**src/rtl/jump_charge_ctrl.sv**
```systemverilog
// jump_charge_ctrl: turns a debounced button hold into a jump distance and
// hands one jump at a time to the game FSM through a ready/start/done handshake.
//
// Ports:
//   clk         system clock, rising edge
//   rst         synchronous active-high reset
//   btn         raw asynchronous push button, active-high
//   game_ready  game FSM idle and able to accept a jump
//   jump_done   one-cycle pulse from the game FSM: jump finished
//   jump_start  one-cycle pulse: start a jump using jump_dist
//   jump_dist   charged distance, held from jump_start until the next charge
//   charging    high while charging
//   busy        high while a jump is being issued or is in flight
//   timeout     sticky: the game FSM never completed a jump; cleared by rst
module jump_charge_ctrl #(
  parameter int unsigned DEBOUNCE_CYC = 4,
  parameter int unsigned TICK_DIV     = 1000,
  parameter int unsigned DIST_MIN     = 13,
  parameter int unsigned DIST_MAX     = 31,
  parameter int unsigned BUSY_TIMEOUT = 4096
) (
  input  logic       clk,
  input  logic       rst,
  input  logic       btn,
  input  logic       game_ready,
  input  logic       jump_done,
  output logic       jump_start,
  output logic [7:0] jump_dist,
  output logic       charging,
  output logic       busy,
  output logic       timeout
);

  localparam int unsigned DIST_W = 8;
  localparam int unsigned DB_W   = $clog2(DEBOUNCE_CYC + 1);
  localparam int unsigned PRE_W  = (TICK_DIV > 1) ? $clog2(TICK_DIV) : 1;
  localparam int unsigned BSY_W  = $clog2(BUSY_TIMEOUT);

  typedef enum logic [1:0] {
    S_IDLE,
    S_CHARGE,
    S_ISSUE,
    S_BUSY
  } state_t;

  state_t             state;
  logic [1:0]         sync_q;
  logic               btn_db;
  logic [DB_W-1:0]    db_cnt;
  logic               armed;
  logic [PRE_W-1:0]   pre_cnt;
  logic [BSY_W-1:0]   bsy_cnt;

  logic               btn_s_c;
  logic               db_diff_c;
  logic               db_toggle_c;
  logic               rise_c;
  logic               fall_c;
  logic               pre_last_c;
  logic               dist_at_max_c;
  logic               bsy_last_c;

  // Debounce decisions and counter terminal conditions.
  // rise/fall are reported on the same edge btn_db changes, so the FSM reacts
  // together with the debounced level rather than one cycle later.
  always_comb begin
    btn_s_c       = sync_q[1];
    db_diff_c     = btn_s_c ^ btn_db;
    db_toggle_c   = db_diff_c && (db_cnt == DB_W'(DEBOUNCE_CYC));
    rise_c        = db_toggle_c && !btn_db;
    fall_c        = db_toggle_c && btn_db;
    pre_last_c    = (pre_cnt == PRE_W'(TICK_DIV - 1));
    dist_at_max_c = (jump_dist >= DIST_W'(DIST_MAX));
    bsy_last_c    = (bsy_cnt == BSY_W'(BUSY_TIMEOUT - 2));
  end

  // Two-flop synchroniser and debounce counter.
  always_ff @(posedge clk) begin
    if (rst) begin
      sync_q <= 2'b00;
      btn_db <= 1'b0;
      db_cnt <= '0;
    end else begin
      sync_q <= {sync_q[0], btn};
      if (!db_diff_c) begin
        db_cnt <= '0;
      end else if (db_toggle_c) begin
        btn_db <= ~btn_db;
        db_cnt <= '0;
      end else begin
        db_cnt <= db_cnt + DB_W'(1);
      end
    end
  end

  // Jump sequencer with registered outputs.
  always_ff @(posedge clk) begin
    if (rst) begin
      state      <= S_IDLE;
      armed      <= 1'b1;
      pre_cnt    <= '0;
      bsy_cnt    <= '0;
      jump_start <= 1'b0;
      jump_dist  <= '0;
      charging   <= 1'b0;
      busy       <= 1'b0;
      timeout    <= 1'b0;
    end else begin
      jump_start <= 1'b0;
      case (state)
        S_IDLE: begin
          // Re-arm only once the button is seen released while idle.
          if (!btn_db) armed <= 1'b1;
          if (rise_c && armed && game_ready) begin
            state     <= S_CHARGE;
            charging  <= 1'b1;
            armed     <= 1'b0;
            jump_dist <= DIST_W'(DIST_MIN);
            pre_cnt   <= '0;
          end
        end
        S_CHARGE: begin
          // Abort beats release, release beats a distance tick.
          if (!game_ready) begin
            state    <= S_IDLE;
            charging <= 1'b0;
          end else if (fall_c) begin
            state      <= S_ISSUE;
            charging   <= 1'b0;
            busy       <= 1'b1;
            jump_start <= 1'b1;
          end else if (pre_last_c) begin
            pre_cnt <= '0;
            if (!dist_at_max_c) jump_dist <= jump_dist + DIST_W'(1);
          end else begin
            pre_cnt <= pre_cnt + PRE_W'(1);
          end
        end
        S_ISSUE: begin
          state   <= S_BUSY;
          bsy_cnt <= '0;
        end
        S_BUSY: begin
          // Completion on the expiry cycle wins over the timeout.
          if (jump_done) begin
            state <= S_IDLE;
            busy  <= 1'b0;
          end else if (bsy_last_c) begin
            state   <= S_IDLE;
            busy    <= 1'b0;
            timeout <= 1'b1;
          end else begin
            bsy_cnt <= bsy_cnt + BSY_W'(1);
          end
        end
        default: begin
          state    <= S_IDLE;
          charging <= 1'b0;
          busy     <= 1'b0;
        end
      endcase
    end
  end

endmodule

```
**config.mk**
```make
export PLATFORM = sky130hd
export DESIGN_NAME = jump_charge_ctrl
export DESIGN_NICKNAME = d
export VERILOG_FILES = /design/src/rtl/jump_charge_ctrl.sv
export SDC_FILE = /design/constraint.sdc
export NUM_CORES = 1
export LEC_CHECK = 0
export ABC_CLOCK_PERIOD_IN_PS = 2800
export CELL_PAD_IN_SITES_DETAIL_PLACEMENT = 1
export CELL_PAD_IN_SITES_GLOBAL_PLACEMENT = 1
export CORE_ASPECT_RATIO = 0.7
export CORE_MARGIN = 8
export CORE_UTILIZATION = 35
export CTS_CLUSTER_DIAMETER = 80
export CTS_CLUSTER_SIZE = 10
export DETAILED_ROUTE_END_ITERATION = 8
export GPL_ROUTABILITY_DRIVEN = 0
export PLACE_DENSITY_LB_ADDON = 0.1
export SETUP_SLACK_MARGIN = 0.5
export SLEW_MARGIN = 10
export SYNTH_ARGS = -nofsm -noshare
export SYNTH_HDL_FRONTEND = slang
export SYNTH_SLANG_ARGS = --single-unit
```
**constraint.sdc**
```tcl
create_clock -name clk -period 2.8 [get_ports clk]
set_input_delay 0.28 -clock clk [delete_from_list [all_inputs] [get_ports clk]]
set_output_delay 0.28 -clock clk [all_outputs]
set_load 0.005 [all_outputs]
```
==> results.toml, run 1 <==
[sta]
drv_slew = 0
layout_setup_ws_ps = 713
relSlewSlack = 0.431
hold_violations = 0
worst_pin_slew_ps = 848
timing.fmax_ghz = 0.479
period_needed_ps = 2090
clock_skew_ps = 5.89
period_share = 0.746
rsz0062_at_grt = "true"
finalSetupTns_ps = 0
finalSetupViolCount = 0

[clocking]
clk_latency_ps = 300
cts_tree = "built"
cts_buffer_depth = 2
cts_made_buffers = 5
post_cts_buffers = 0
cts_resized = 0
htreeDepth = 2
hold_buffers = 0
cts_sinks = 43
path_clk_slew_ps = 90
cts-root-buf = "clkbuf_8"

[floorplanning]
die_h_um = 81.2
ios = 17
die_width_um = 109
core_area_sq_mm = 0.00578
die_area_sq_mm = 0.00885
rows = 23
start_util = 0.367

[synth]
ys_seq_area_frac = 0.405
synth_cells = 235
synth_top_cell_by_area = "dfxtp_1"
synthTopCellsByArea = "dfxtp_1, nor2_1, xnor2_1"
syn_area_per_cell_sq_um = 9.04
synth_ff_type = "dfxtp_1"
ys_seq_elements = 43
synthArstFlopShare = 0
synth-edff-count = 0
yosysUniqueCellTypes = 56
synthesis.nets = 246
synth_warnings = 0
synth_top_area_share = 0.405
synth_area_sq_mm = 0.00212

[detailed_routing]
vias = 1779
viasPerCell = 5.34
dr.first_iter.drc_count = 58
routed_wirelength_um = 5410
dr.pass1.iters = 4
drc = 0
ant_nets = 0
route.detailed.wl_per_inst_um = 16.2

[hold_path]
min-delay-start = "sync_q[0]"
holdCritPathClass = "reg -> reg"

[setup_path]
cp_slowest_cell = "or4_1"
path_cells = "inv_1 -> ha_1 -> nand2_1 -> o211a_1 -> o21ai_2 -> or4_1 -> nand3_1"
crit_arrival_ps = 2330
worst-path-stages = 7
critPathBufInv = 1
critPathLaunch = "db_cnt[0]"
reg2reg_slack_ps = 710
r2r-end = "pre_cnt[8]"
worst_setup_path_start_kind = "flop"
reg2reg_from = "db_cnt[0]"
path_max_fanout = 9
worst-setup-path-type = "reg -> reg"
crit_path_end = "pre_cnt[8]"
crit_required_ps = 3040
end_kind = "flop"
ff2ff_path_depth = 7
max_stage_delay_ps = 530
critical_path.top_delay_family = "simple AND/OR/NAND/NOR gates"

[job]
drv_cap = 0

[placement]
place_ws_ps = 544
port_buffers = 16
place_hpwl_um = 4140

[layout]
layout_common_cells = "dfxtp_1, nor2_1, clkdlybuf4s50_1"
diodes = 0
drive_above_1_share = 0.116
fin_nets = 268
area_growth_pct = 16.6
final_common_cell = "dfxtp_1"
final_util = 0.428

[global_route]
track_usage = 0.130
grt_pass1_vias = 1667
grt_pass1_wl_um = 8960
grt_max_degree = 22
antenna_found_initial = 0
globalRouteOverflowTotal = 0

[pwr]
p_leak_nw = 0.869
max-vdd-ir-drop_uv = 224
p_per_area_mw_per_mm2 = 421

[run_status]
status = "finished clean"
-- sequential cells by signal, indices dropped and copies added, names as in the netlist, named ones only --
name        flops
bsy_cnt        12
pre_cnt        10
jump_dist       8
db_cnt          3
sync_q          2
armed           1
btn_db          1
busy            1
charging        1
jump_start      1
state           1
timeout         1
-- per-layer routing --
| layer | vias to the layer above | share of wire | track usage |
|---|---|---|---|
| met1 | 866 | 0.58 | 0.201 |
| met2 | 17 | 0.38 | 0.166 |
| li1 | 891 | - | - |
| met4 | 0 | 0.0087 | 0.0408 |
| met5 | - | 0 | 0 |
| met3 | 5 | 0.030 | 0.0332 |
-- per-stage QoR --
stage               hold slack [ps]  total power [W]  std cells  instance area, sq um
global placement                439         0.000660        325                  2390
floorplan                       408         0.000644        235                  2120
finish                          452          0.00104        333                  2480
CTS                             460          0.00106        333                  2480
detailed placement              433         0.000660        325                  2390
global route                    475          0.00109        333                  2480
-- logic make-up after synthesis --
kind of cell             share of synthesized area
AO/OA/AOI/OAI                                0.196
buffers and inverters                       0.0289
XOR/XNOR                                    0.0660
multiplexers                               0.00471
AND/OR/NAND/NOR                              0.264
adder cells (fa/ha/maj)                     0.0354
flip-flops                                   0.405
-- cell usage after synthesis, types with 2 or more instances --
cell        n
xor2_1      6
o21ai_0     8
nand2_1    14
nor2_1     29
nand2b_1    4
xnor2_1    10
and3_1      3
ha_1        6
o31ai_1     2
o211ai_1    4
nor3_1      7
a21oi_1    11
dfxtp_1    43
and3b_1     2
nand4_1     2
inv_1      10
a2111oi_2   2
o21a_1      3
a211oi_1    5
a31oi_1     2
nand3_2     2
nand3_1    10
clkbuf_1    4
nor4_1      3
a31o_2      2
nor2b_1     4
and2_1      4
or4_1       4
nor3b_1     2
-- report_power, final --
group	leakage, nW	internal [W]	switching [W]	total [W]
logic	0.481	0.0000118	0.0000201	0.0000319
clock network	0.0412	0.000175	0.000222	0.000396
registers	0.347	0.000613	0.00000102	0.000614
total	0.869	0.000799	0.000243	0.00104
-- cell type report --
| type | count | area (sq um) |
|---|---|---|
| clock buffer | 6 | 72.6 |
| clock inverter | 2 | 12.5 |
| fill | 678 | 3310 |
| inverter | 10 | 37.5 |
| multi-input combinational | 176 | 1200 |
| sequential | 43 | 861 |
| tap | 75 | 93.8 |
| timing repair buffer | 21 | 198 |
-- worst min path at each step --
stage	end	depth (start not counted)	slack, ps
finish	sync_q[1]	1	450
global route	sync_q[1]	1	480
CTS	sync_q[1]	1	460
detailed placement	sync_q[1]	1	430
global placement	sync_q[1]	1	440
floorplan	sync_q[0]	1	410
Note: power is estimated with default switching activity, not from simulation.
==> inputs of run 2 (changes only) <==
ABC_CLOCK_PERIOD_IN_PS = 2100   (was 2800)
clock period = 2.1 ns   (was 2.8 ns; I/O delays follow)
==> results.toml, run 2 (synthesis results as in run 1) <==
[setup_path]
worst-setup-path-type = "reg -> reg"
crit_arrival_ps = 2040
path_cells = "ha_4 -> nand3_4 -> or4_4 -> o31ai_4 -> a21oi_2 -> a311oi_2"
cp_slowest_cell = "or4_4"
worst_setup_path_start_kind = "flop"
path_max_fanout = 4
crit_required_ps = 2320
end_kind = "flop"
max_stage_delay_ps = 490

[layout]
largestRegisters = "bsy_cnt (12), pre_cnt (10), jump_dist (8)"
largest_register_ffs = 12
diodes = 0
regMostFlops = "bsy_cnt"
final_common_cell = "buf_4"
drive_above_1_share = 0.392
final_util = 0.539
layout_common_cells = "buf_4, dfxtp_1, nor2_1"
area_growth_pct = 46.8
fin_nets = 303

[hold_path]
holdCritPathClass = "reg -> reg"

[clocking]
cts_buffer_depth = 2
cts_made_buffers = 5
cts_sinks = 43
htreeDepth = 2
cts-root-buf = "clkbuf_8"
cts_tree = "built"
path_clk_slew_ps = 90
clk_latency_ps = 310

[global_route]
grt_pass1_vias = 1933
globalRouteOverflowTotal = 0
grt_pass1_wl_um = 9880
grt_max_degree = 15
track_usage = 0.142
antenna_found_initial = 0

[floorplanning]
ios = 17
die_h_um = 81.2
die_area_sq_mm = 0.00885
start_util = 0.367
die_width_um = 109
core_area_sq_mm = 0.00578
rows = 23

[sta]
clock_skew_ps = 10.2
rsz0062_at_grt = "true"
finalSetupTns_ps = 0
period_share = 0.865
timing.fmax_ghz = 0.550
finalSetupViolCount = 0
worst_pin_slew_ps = 376
relSlewSlack = 0.747
drv_slew = 0
period_needed_ps = 1820
hold_violations = 0

[pwr]
seqPwrFrac = 0.488
p_sw_w = 0.000349
p_leak_nw = 1.14
max-vdd-ir-drop_uv = 449
power.total_w = 0.00166
p_per_area_mw_per_mm2 = 531
pwr-share-comb = 0.038
p_int_w = 0.00131
swShare = 0.210
p_clk_frac = 0.474

[detailed_routing]
drc = 0
route.detailed.wl_per_inst_um = 17.7
routed_wirelength_um = 6520
dr.first_iter.drc_count = 49
vias = 1923
viasPerCell = 5.23
dr.pass1.iters = 4
ant_nets = 0

[run_status]
status = "finished clean"

[job]
drv_cap = 0

[placement]
port_buffers = 16
place_hpwl_um = 4260
[run 2: cell count changes in the layout (fill, tap and decap cells not counted), sizes merged]
cell	previous run	this run
buf	5	40
clkinv	1	0
bufinv	0	2
clkbuf	6	5
[run 2: critical path: cells and delay by family, from the launching register on]
kind                     cells  cell delay [ps]
AND/OR/NAND/NOR              2              580
AO/OA/AOI/OAI                3              640
flip-flops                   1              370
adder cells (fa/ha/maj)      1              140
[run 2: final timing paths]
kind | startpoint | end | slack, ps | cells after the start
min | sync_q[0] | sync_q[1] | 440 | 1
max | pre_cnt[0] | jump_dist[2] | 280 | 6
min reg2reg | sync_q[0] | sync_q[1] | 440 | 1
max reg2reg | pre_cnt[0] | jump_dist[2] | 280 | 6
[run 2: power groups by stage]
| stage | registers, W | clock network [W] | logic [W] |
|---|---|---|---|
| 3_5_place_dp | 0.000838 | 0 | 0.0000530 |
| 6_report | 0.000808 | 0.000786 | 0.0000628 |
| 4_1_cts | 0.000812 | 0.000797 | 0.0000562 |
| 3_3_place_gp | 0.000837 | 0 | 0.0000527 |
| 2_1_floorplan | 0.000837 | 0 | 0.0000252 |
| 5_1_grt | 0.000809 | 0.000839 | 0.0000681 |
[run 2: final cells by class]
| class | count | area [sq um] |
|---|---|---|
| fillers | 652 | 2670 |
| multi-input cells | 176 | 1470 |
| flip-flops and latches | 43 | 895 |
| repair buffers | 56 | 487 |
| well taps | 75 | 93.8 |
| clock buffers | 5 | 68.8 |
| clock inverters | 3 | 67.6 |
| inverters | 10 | 37.5 |
[run 2: per-layer routing]
layer | wire, um | vias up | share of wire | global-route usage
li1 | - | 962 | - | -
met1 | 3320 | 925 | 0.51 | 0.207
met2 | 2860 | 29 | 0.44 | 0.200
met3 | 279 | 7 | 0.043 | 0.0372
met4 | 57 | 0 | 0.0087 | 0.0340
met5 | 0 | - | 0 | 0
[run 2: per-stage QoR]
| step | setup slack, ps | hold WS [ps] | cell area [sq um] | cells |
|---|---|---|---|---|
| 5_1_grt | 217 | 464 | 3120 | 368 |
| 6_report | 283 | 444 | 3120 | 368 |
| 3_5_place_dp | 206 | 431 | 2590 | 333 |
| 3_3_place_gp | 214 | 418 | 2590 | 333 |
| 2_1_floorplan | 399 | 338 | 2260 | 235 |
| 4_1_cts | 349 | 451 | 2890 | 356 |
[run 2: repair_timing]
| item | 4_1_cts | 5_1_grt |
|---|---|---|
| hold endpoints to repair | 0 | 0 |
| setup buffers | 15 | 12 |
| setup endpoints to repair | 29 | 30 |
| pin swaps | 13 | 21 |
| gates resized for setup | 19 | 35 |
| hold buffers | 0 | 0 |
| gates cloned | 0 | 0 |
==> inputs of run 3 (changes only) <==
PLACE_DENSITY = 0.76   (was unset)
PLACE_DENSITY_LB_ADDON = unset   (was 0.1)
==> results.toml, run 3 (synthesis results as in run 1) <==
[hold_path]
holdCritPathClass = "reg -> reg"
hold_depth = 1
hold_end = "sync_q[1]"
min-delay-start = "sync_q[0]"

[detailed_routing]
route.detailed.wl_per_inst_um = 17.4
dr.first_iter.drc_count = 59
viasPerCell = 5.40
ant_nets = 0
routed_wirelength_um = 6340
dr.pass1.iters = 4
vias = 1965
drc = 0

[sta]
rsz0062_at_grt = "true"
timing.fmax_ghz = 0.553
drv_slew = 0
relSlewSlack = 0.680
clock_skew_ps = 7.04
period_needed_ps = 1810
hold_violations = 0
worst_pin_slew_ps = 479
layout_setup_ws_ps = 291
period_share = 0.861
finalSetupTns_ps = 0
finalSetupViolCount = 0

[global_route]
grt_pass1_vias = 2036
grt_max_degree = 14
globalRouteOverflowTotal = 0
antenna_found_initial = 0
track_usage = 0.147
grt_pass1_wl_um = 10300

[setup_path]
crit_arrival_ps = 2000
end_kind = "flop"
reg2reg_from = "pre_cnt[0]"
path_max_fanout = 4
critical_path.top_delay_family = "simple AND/OR/NAND/NOR gates"
path_cells = "ha_4 -> nand3_4 -> or4_4 -> nor3_4 -> buf_4 -> and3b_1"
crit_required_ps = 2290
worst_setup_path_start_kind = "flop"
reg2reg_slack_ps = 290
ff2ff_path_depth = 6
max_stage_delay_ps = 480
cp_slowest_cell = "or4_4"
worst-setup-path-type = "reg -> reg"
critPathBufInv = 1
r2r-end = "jump_dist[6]"

[layout]
n_fill_cell = 666
fin_nets = 299
layout_common_cells = "dfxtp_1, buf_4, nor2_1"
area_growth_pct = 47.1
drive_above_1_share = 0.381
largestRegisters = "bsy_cnt (12), pre_cnt (10), jump_dist (8)"
regMostFlops = "bsy_cnt"
diodes = 0
final_common_cell = "dfxtp_1"
largest_register_ffs = 12
final_util = 0.540
fin_area_sq_mm = 0.00312

[placement]
port_buffers = 16
place_ws_ps = 4.87
place_hpwl_um = 4260
placed_area_sq_mm = 0.00257

[job]
drv_cap = 0

[floorplanning]
die_area_sq_mm = 0.00885
start_util = 0.367
die_width_um = 109
rows = 23
core_area_sq_mm = 0.00578
ios = 17
die_h_um = 81.2

[clocking]
clk_latency_ps = 300
cts_buffer_depth = 2
cts_made_buffers = 5
cts-root-buf = "clkbuf_8"
cts_sinks = 43
path_clk_slew_ps = 80
htreeDepth = 2
cts_tree = "built"
hold_buffers = 0

[pwr]
p_leak_nw = 1.12
max-vdd-ir-drop_uv = 247
p_per_area_mw_per_mm2 = 525

[run_status]
status = "finished clean"
## run 3: metrics by stage
stage	instances	hold WS, ps	power (W)
final	364	457	0.00164
after detailed placement	331	446	0.000886
after global placement	331	421	0.000884
after CTS	357	463	0.00165
after floorplan	235	338	0.000862
after global routing	364	467	0.00169
## run 3: what timing repair did
item	in CTS	in global routing
endpoints found under the hold margin	0	0
buffers inserted	18	7
resized for setup	28	27
pin swaps	16	23
endpoints found under the setup margin	30	30
cloned	0	0
## run 3: worst max path at each step
stage,slack [ps],end,startpoint,cells past startpoint
3_3_place_gp,80,jump_dist[1],game_ready,6
5_1_grt,240,jump_dist[2],db_cnt[0],8
6_report,290,jump_dist[6],pre_cnt[0],6
4_1_cts,290,jump_dist[2],pre_cnt[0],7
2_1_floorplan,400,jump_dist[1],pre_cnt[0],6
3_5_place_dp,5,jump_dist[1],game_ready,6
## run 3: cell type report
class | count | area [sq um] | share of cell area
Clock inverter | 2 | 60.1 | 0.0192
Sequential cell | 43 | 892 | 0.286
Multi-Input combinational cell | 176 | 1490 | 0.478
Timing Repair Buffer | 52 | 473 | 0.151
Tap cell | 75 | 93.8 | 0.0300
Inverter | 10 | 37.5 | 0.0120
Clock buffer | 6 | 72.6 | 0.0232
## run 3: routing by layer
layer,wire [um],vias up,track usage
li1,-,954,-
met1,3120,979,0.204
met2,2910,26,0.226
met3,258,6,0.0308
met4,49,0,0.0367
met5,0,-,0
## run 3: report_power, final
part	leakage [nW]	switching, W	internal, W	total [W]
Sequential	0.355	0.00000142	0.000809	0.000810
Combinational	0.704	0.0000360	0.0000236	0.0000596
Clock	0.0654	0.000295	0.000476	0.000771
